`config.mk`:
```
export PLATFORM = sky130hd
export DESIGN_NAME = sync_fifo_flags
export DESIGN_NICKNAME = d
export VERILOG_FILES = /design/src/rtl/sync_fifo_flags.sv
export SDC_FILE = /design/constraint.sdc
export NUM_CORES = 1
export LEC_CHECK = 0
export BUFFER_PORTS_ARGS = -buffer_cell sky130_fd_sc_hd__clkbuf_2
export CAP_MARGIN = 20
export CORE_MARGIN = 2
export CORE_UTILIZATION = 59
export DETAILED_ROUTE_END_ITERATION = 8
export GPL_ROUTABILITY_DRIVEN = 0
export MAX_ROUTING_LAYER = met4
export PLACE_DENSITY = 0.78
export RECOVER_POWER = 50
export SYNTH_ARGS = -nofsm -noshare
export SYNTH_HDL_FRONTEND = slang
export SYNTH_SLANG_ARGS = --single-unit
```
`constraint.sdc`:
```
create_clock -name clk -period 3.32 [get_ports clk]
set_input_delay 0.166 -clock clk [delete_from_list [all_inputs] [get_ports clk]]
set_output_delay 0.166 -clock clk [all_outputs]
set_load 0.03 [all_outputs]
```
`src/rtl/sync_fifo_flags.sv`:
```
// Single-clock FIFO of arbitrary depth with occupancy count, almost flags and error pulses.
// Standard mode registers dout on each accepted read; FWFT mode presents the head word directly.
module sync_fifo_flags #(
    parameter int unsigned DATA_WIDTH = 8,
    parameter int unsigned FIFO_DEPTH = 10,
    parameter string       FIFO_TYPE  = "Standard",
    parameter int          AF_THRESH  = 8,
    parameter int          AE_THRESH  = 2,
    localparam int unsigned CW        = $clog2(FIFO_DEPTH + 1)
) (
    input  logic                  clk,
    input  logic                  rst,
    input  logic                  wr_en,
    input  logic [DATA_WIDTH-1:0] din,
    input  logic                  rd_en,
    output logic [DATA_WIDTH-1:0] dout,
    output logic                  valid,
    output logic                  empty,
    output logic                  full,
    output logic                  almost_empty,
    output logic                  almost_full,
    output logic [CW-1:0]         count,
    output logic                  overflow,
    output logic                  underflow
);

    localparam int unsigned    PW      = (FIFO_DEPTH > 1) ? $clog2(FIFO_DEPTH) : 1;
    localparam logic [PW-1:0]  PtrLast = PW'(FIFO_DEPTH - 1);
    localparam logic [CW-1:0]  Depth   = CW'(FIFO_DEPTH);
    localparam logic [CW-1:0]  AfLevel = CW'(AF_THRESH);
    localparam logic [CW-1:0]  AeLevel = CW'(AE_THRESH);
    localparam bit             IsFwft  = (FIFO_TYPE == "FWFT");

    if (FIFO_DEPTH < 2) begin : g_chk_depth
        $error("sync_fifo_flags: FIFO_DEPTH must be >= 2");
    end
    if (AF_THRESH < 1 || AF_THRESH > int'(FIFO_DEPTH)) begin : g_chk_af
        $error("sync_fifo_flags: AF_THRESH must be in 1..FIFO_DEPTH");
    end
    if (AE_THRESH < 0 || AE_THRESH > int'(FIFO_DEPTH) - 1) begin : g_chk_ae
        $error("sync_fifo_flags: AE_THRESH must be in 0..FIFO_DEPTH-1");
    end
    if (FIFO_TYPE != "Standard" && FIFO_TYPE != "FWFT") begin : g_chk_type
        $error("sync_fifo_flags: FIFO_TYPE must be \"Standard\" or \"FWFT\"");
    end

    logic [DATA_WIDTH-1:0] mem_q [FIFO_DEPTH];
    logic [PW-1:0]         wr_ptr_q, wr_ptr_d;
    logic [PW-1:0]         rd_ptr_q, rd_ptr_d;
    logic [CW-1:0]         count_q, count_d;
    logic                  overflow_q, overflow_d;
    logic                  underflow_q, underflow_d;
    logic                  empty_int, full_int;
    logic                  rd_ok, wr_ok;

    assign empty_int = (count_q == '0);
    assign full_int  = (count_q == Depth);

    // A full FIFO can take a write only when the same edge frees a slot.
    assign rd_ok = rd_en & ~empty_int;
    assign wr_ok = wr_en & (~full_int | rd_ok);

    always_comb begin
        wr_ptr_d    = wr_ptr_q;
        rd_ptr_d    = rd_ptr_q;
        count_d     = count_q;
        overflow_d  = wr_en & ~wr_ok;
        underflow_d = rd_en & empty_int;

        if (wr_ok) begin
            wr_ptr_d = (wr_ptr_q == PtrLast) ? '0 : wr_ptr_q + 1'b1;
        end
        if (rd_ok) begin
            rd_ptr_d = (rd_ptr_q == PtrLast) ? '0 : rd_ptr_q + 1'b1;
        end

        case ({wr_ok, rd_ok})
            2'b10:   count_d = count_q + 1'b1;
            2'b01:   count_d = count_q - 1'b1;
            default: count_d = count_q;
        endcase
    end

    always_ff @(posedge clk) begin
        if (rst) begin
            wr_ptr_q    <= '0;
            rd_ptr_q    <= '0;
            count_q     <= '0;
            overflow_q  <= 1'b0;
            underflow_q <= 1'b0;
        end else begin
            wr_ptr_q    <= wr_ptr_d;
            rd_ptr_q    <= rd_ptr_d;
            count_q     <= count_d;
            overflow_q  <= overflow_d;
            underflow_q <= underflow_d;
        end
    end

    // Storage is not cleared by reset; only a write colliding with reset is dropped.
    always_ff @(posedge clk) begin
        if (!rst && wr_ok) begin
            mem_q[wr_ptr_q] <= din;
        end
    end

    if (!IsFwft) begin : g_std
        logic [DATA_WIDTH-1:0] dout_q, dout_d;
        logic                  valid_q, valid_d;

        always_comb begin
            dout_d  = dout_q;
            valid_d = rd_ok;
            if (rd_ok) begin
                dout_d = mem_q[rd_ptr_q];
            end
        end

        always_ff @(posedge clk) begin
            if (rst) begin
                dout_q  <= '0;
                valid_q <= 1'b0;
            end else begin
                dout_q  <= dout_d;
                valid_q <= valid_d;
            end
        end

        assign dout  = dout_q;
        assign valid = valid_q;
    end else begin : g_fwft
        // Gate the head word so dout reads zero whenever nothing is stored.
        assign dout  = empty_int ? '0 : mem_q[rd_ptr_q];
        assign valid = ~empty_int;
    end

    assign empty        = empty_int;
    assign full         = full_int;
    assign almost_empty = (count_q <= AeLevel);
    assign almost_full  = (count_q >= AfLevel);
    assign count        = count_q;
    assign overflow     = overflow_q;
    assign underflow    = underflow_q;

endmodule

```
==> results of run 1 <==
## per-stage QoR
step                      worst slack (ns)  power [mW]  area, µm²  hold WS, ns
after global routing                 0.484        2.67       4560        0.136
after CTS                            0.839        2.59       4590       0.0999
final                                0.715        2.57       4560        0.114
after global placement               0.945        1.84       4400        0.441
after detailed placement             0.855        1.85       4400        0.444
after floorplan                      0.570        1.77       4200        0.265
## placed cells by master, fill, tap and decap left out, types with 7 or more instances in the layout
cell type  netlist  layout
clkbuf_1        10      27
a21oi_1         24      24
nand2_1         16      16
dfxtp_1         23      23
nor2_1          14      14
mux4_2           9       9
o21ai_1          9       9
edfxtp_1        80      80
mux2_2           9       9
mux4_1           7       7
clkbuf_8         0       9
mux2i_1          8       8
## sequential cells by signal, indices dropped and copies added, names as in the netlist
register   cells
valid          1
wr_ptr_q       4
overflow       1
underflow      1
count          4
rd_ptr_q       4
dout           8
mem_q         80
## layout make-up
cell class,count,share of cell area (%)
timing repair buffer,35,3.38
sequential,103,62.8
clock buffer,11,2.88
clock inverter,5,1.29
inverter,2,0.165
multi-input combinational,145,26.8
tap,96,2.64
## kinds of logic (layout without fill, tap and decap cells)
family | count (synthesis) | count (layout) | share of synthesized area (%)
adder cells (fa/ha/maj) | 1 | 1 | 0.298
XOR/XNOR | 3 | 3 | 0.626
buffers and inverters | 22 | 53 | 2.86
multiplexers | 34 | 34 | 13.8
AND/OR/NAND/NOR | 61 | 61 | 7.51
flip-flops | 103 | 103 | 68.2
AO/OA/AOI/OAI | 46 | 46 | 6.71
## report_power, final
group | switching [mW] | leakage [nW] | internal [mW]
clock network | 0.404 | 0.0895 | 0.349
registers | 0.0364 | 0.909 | 1.42
logic | 0.213 | 0.447 | 0.142
total | 0.654 | 1.45 | 1.92
## metal layers
metal | up-vias | wire [µm] | GRT usage, %
met5 | - | 0 | -
met4 | 0 | 217 | 9.37
met3 | 15 | 392 | 4.48
met2 | 77 | 3490 | 32.2
met1 | 1112 | 3510 | 30.3
li1 | 1088 | - | -
## worst paths after layout
kind                                              end             startpoint  cells after the start
worst max-delay path            count[2]$_SDFFE_PP0P_  count[3]$_SDFFE_PP0P_                      7
worst min register to register   dout[5]$_SDFFE_PP0N_   dout[5]$_SDFFE_PP0N_                      2
worst max register to register  count[2]$_SDFFE_PP0P_  count[3]$_SDFFE_PP0P_                      7
worst min-delay path              overflow$_SDFF_PP0_                  wr_en                      3
## worst max-delay path: stages, from the launching register on
cell	delay [ns]
dfxtp_1	0.42
o41ai_4	0.36
clkbuf_1	0.71
o31ai_1	0.14
ha_1	0.23
nor4_1	0.22
a21oi_1	0.08
mux2_1	0.32
==> reports/results.tsv, run 1 <==
metric	value	unit
post-route ant nets	0	
Startpoint Class	flip-flop	
vias in the first global route	2179	
largest net degree at the start of global routing	29	
Critical Path AT	2.85	ns
HPWL after DPL	5.01	mm
TritonCTS clock tree	built	
FF/Latch Area	2860	µm²
Multi-input gate area	1220	µm²
worst vdd ir	0.000358	V
drt drc	0	
FILL cells	493	
Post-synth EDFFs	80	
Overflow after GRT	0	
global-route wire length before repair	11.6	mm
Final Non-Filler Cells	397	
H-tree depth	3	
WP data required	3.56	ns
Crit Path Class	flip-flop to flip-flop	
clk buf depth	2	
Synth Register Bits	103	
die area	7810	µm²
number of DRC markers in iteration 0	161	
I/O Pins	31	
Synthesized Nets	283	
Slew HR	39.5	%
CTS sink cnt	103	
die height	88.4	µm
max-slew violations	0	
final WL	7.61	mm
clk_lat worst skew	0.36	ns
Total GRT Usage	21.9	%
Avg Inst Size Synth	15.5	µm²
FP Rows	30	
Lkg Pwr	1.45	nW
clock slew seen by the registers of the worst setup and hold paths	0.09	ns
leading area contributor after synthesis	edfxtp_1	
PortBufs	30	
hold_buf cts	0	
reg2reg setup slack	0.71	ns
Final Hold Fails	0	
Primary FF master, synth	edfxtp_1	
die extent in x	88.4	µm
synth top area cells	edfxtp_1, dfxtp_1, mux4_2	
count of cell types in the netlist	43	
Via Count	2292	
RSZ-0062 raised after global routing	no	
status	finished, final reports clean	
Hold Crit Class	primary input to flip-flop	
most frequent cells after synthesis	edfxtp_1, a21oi_1, dfxtp_1	
power density cells	564	nW/µm²
final core utilization	66.7	%
core area	6830	µm²
post-CTS setup buffer count	0	
clock period minus worst slack	2.61	ns
final count of negative-setup-slack endpoints	0	
Synth Cell Area	4200	µm²
Placed Cells	381	
Layout area overhead	8.52	%
Synth warnings	0	
Layout Skew	0.00977	ns
Nets	309	
CTS Buf Count	9	
CTS root buf	clkbuf_8	
setup_tns	0	ns
Synth async-reset ratio	0	%
Crit. End Element	flip-flop	
max_cap viols	0	
# resized after CTS	0	
Seq/Total Area, Yosys	68.2	%
layout cells sized above 1	15.9	%
mean routed wirelength per cell	19.2	µm
number of vias per cell	5.77	
Initial Util	61.4	%
Slew @ Worst Pin	0.908	ns
Fmax	384	MHz
TritonRoute pass-1 iters	4	
Yosys top cell area share	57.2	%
period utilization	78.5	%
most common cell in the netlist	edfxtp_1	
Mapped Cells	270	
crit path max fanout	22	
initial antenna violation count	0	
n_diodes	0	
Power figures use the tool's default switching activity.
==> run 2, diff against run 1 <==
- CORE_UTILIZATION: 59 -> 53
- PLACE_DENSITY: 0.78 -> 0.74
- clock period: 3.32 -> 2.21 ns (I/O delays scaled with it)
==> run 2 against run 1 <==
Combinational power up 52%. Fmax up 28%. Count of clock-buffer cells in the layout down 2. Sequential power up 51%. Critical path type unchanged. Highest routed layer unchanged.
==> reports/results.tsv, run 2 (synthesis gave the netlist of run 1 again) <==
metric	value	unit
Final Hold Fails	0	
PortBufs	30	
Total GRT Usage	18.2	%
drt drc	0	
TritonRoute pass-1 iters	4	
final count of negative-setup-slack endpoints	0	
Layout Skew	0.00906	ns
Seq pwr share	57.8	%
initial antenna violation count	0	
die area	8650	µm²
clock power share	28.0	%
switching part of the total	26.6	%
Pint	2.80	mW
post-CTS setup buffer count	0	
setup_tns	0	ns
CTS sink cnt	103	
crit path max fanout	11	
power density cells	813	nW/µm²
Crit Path Class	flip-flop to flip-flop	
Switch Pwr	1.02	mW
reg2reg setup slack	0.18	ns
CTS root buf	clkbuf_8	
worst reg2reg endpoint	mem_q[4][3]$_DFFE_PP_	
number of flip-flops in the largest register	80	
FILL cells	592	
max-slew violations	0	
n_diodes	0	
most frequent cells in the layout	edfxtp_1, a21oi_1, clkbuf_1, dfxtp_1, nand2_1	
reg2reg start	count[0]$_SDFFE_PP0P_	
Startpoint Class	flip-flop	
TritonCTS clock tree	built	
max_cap viols	0	
status	finished, final reports clean	
Nets	318	
Lkg Pwr	1.52	nW
die height	93.0	µm
core area	7690	µm²
hold_buf cts	0	
FP Rows	32	
FF/Latch Area	2870	µm²
worst hold path stage count	2	
Multi-input gate area	1260	µm²
I/O Pins	31	
combinational share of power	14.2	%
# resized after CTS	0	
Slew HR	59.6	%
final WL	7.12	mm
clk_lat worst skew	0.36	ns
Fmax	492	MHz
period utilization	92.0	%
CTS Buf Count	9	
WP data required	2.29	ns
vias in the first global route	2211	
HPWL after DPL	4.79	mm
largest net degree at the start of global routing	29	
Hold Path Sink	wr_ptr_q[2]$_SDFFE_PP0P_	
RSZ-0062 raised after global routing	no	
number of DRC markers in iteration 0	106	
Initial Util	54.6	%
worst vdd ir	0.000496	V
worst reg-to-reg path cell count	5	
clock period minus worst slack	2.03	ns
post-route ant nets	0	
Biggest register	mem_q	
commonest non-fill, non-tap cell in the layout	edfxtp_1	
layout cells sized above 1	21.7	%
clock slew seen by the registers of the worst setup and hold paths	0.10	ns
Overflow after GRT	0	
number of vias per cell	5.55	
Via Count	2282	
Power Total	3.81	mW
mean routed wirelength per cell	17.3	µm
H-tree depth	3	
die extent in x	93.0	µm
clk buf depth	2	
DP Area	4520	µm²
Hold Crit Class	primary input to flip-flop	
Hold Crit Start	rst	
global-route wire length before repair	11.4	mm
Slew @ Worst Pin	0.606	ns
Finished Cell Area	4690	µm²
Critical Path AT	2.11	ns
Layout area overhead	11.8	%
Crit. End Element	flip-flop	
[run 2: changes by cell type in the layout (fill, tap and decap cells not counted), sizes merged]
| cell | change |
|---|---|
| clkinv | -1 |
| clkinvlp | -1 |
| inv | +4 |
| clkbuf | -3 |
| buf | +10 |
| bufinv | -1 |
[run 2: worst max path at each step]
stage	start	endpoint	slack, ns	cells after the start
2_1_floorplan	count[2]$_SDFFE_PP0P_	count[2]$_SDFFE_PP0P_	0.01	9
4_1_cts	count[0]$_SDFFE_PP0P_	mem_q[4][2]$_DFFE_PP_	0.09	4
6_report	count[0]$_SDFFE_PP0P_	mem_q[4][3]$_DFFE_PP_	0.18	5
3_5_place_dp	count[0]$_SDFFE_PP0P_	mem_q[4][4]$_DFFE_PP_	0.12	4
3_3_place_gp	count[0]$_SDFFE_PP0P_	mem_q[4][4]$_DFFE_PP_	0.26	4
5_1_grt	count[0]$_SDFFE_PP0P_	mem_q[4][2]$_DFFE_PP_	0.07	5
[run 2: cell type report]
cell class | instances | area share (%)
flip-flops and latches | 103 | 61.1
multi-input cells | 145 | 26.9
repair buffers | 44 | 5.39
well taps | 102 | 2.72
clock buffers | 9 | 2.64
clock inverters | 6 | 1.12
inverters | 2 | 0.160
[run 2: routing by layer]
layer	track usage, %	wire [µm]
met1	24.2	3280
met4	4.78	86
met5	-	0
met3	4.83	270
met2	28.4	3480
[run 2: critical path: stages (launching register included)]
cell	delay, ns
dfxtp_2	0.47
nand4bb_2	0.22
o21ai_1	0.17
or3_1	0.50
nor3_4	0.24
buf_12	0.16
[run 2: power by group through the flow]
stage,registers (mW),clock network (mW),logic (mW)
after detailed placement,2.25,0,0.550
after global routing,2.21,1.17,0.594
final,2.20,1.07,0.541
after global placement,2.24,0,0.545
after floorplan,2.27,0,0.411
after CTS,2.20,1.10,0.554
[run 2: metrics by stage]
stage                     cells  hold slack [ns]  utilization [%]  setup WS (ns)
after CTS                   410           0.0121             61.1         0.0901
final                       411           0.0266             61.0          0.177
after global routing        411           0.0455             61.0         0.0718
after global placement      395            0.397             58.9          0.264
after floorplan             270            0.209                -        0.00983
after detailed placement    395            0.404             58.9          0.121
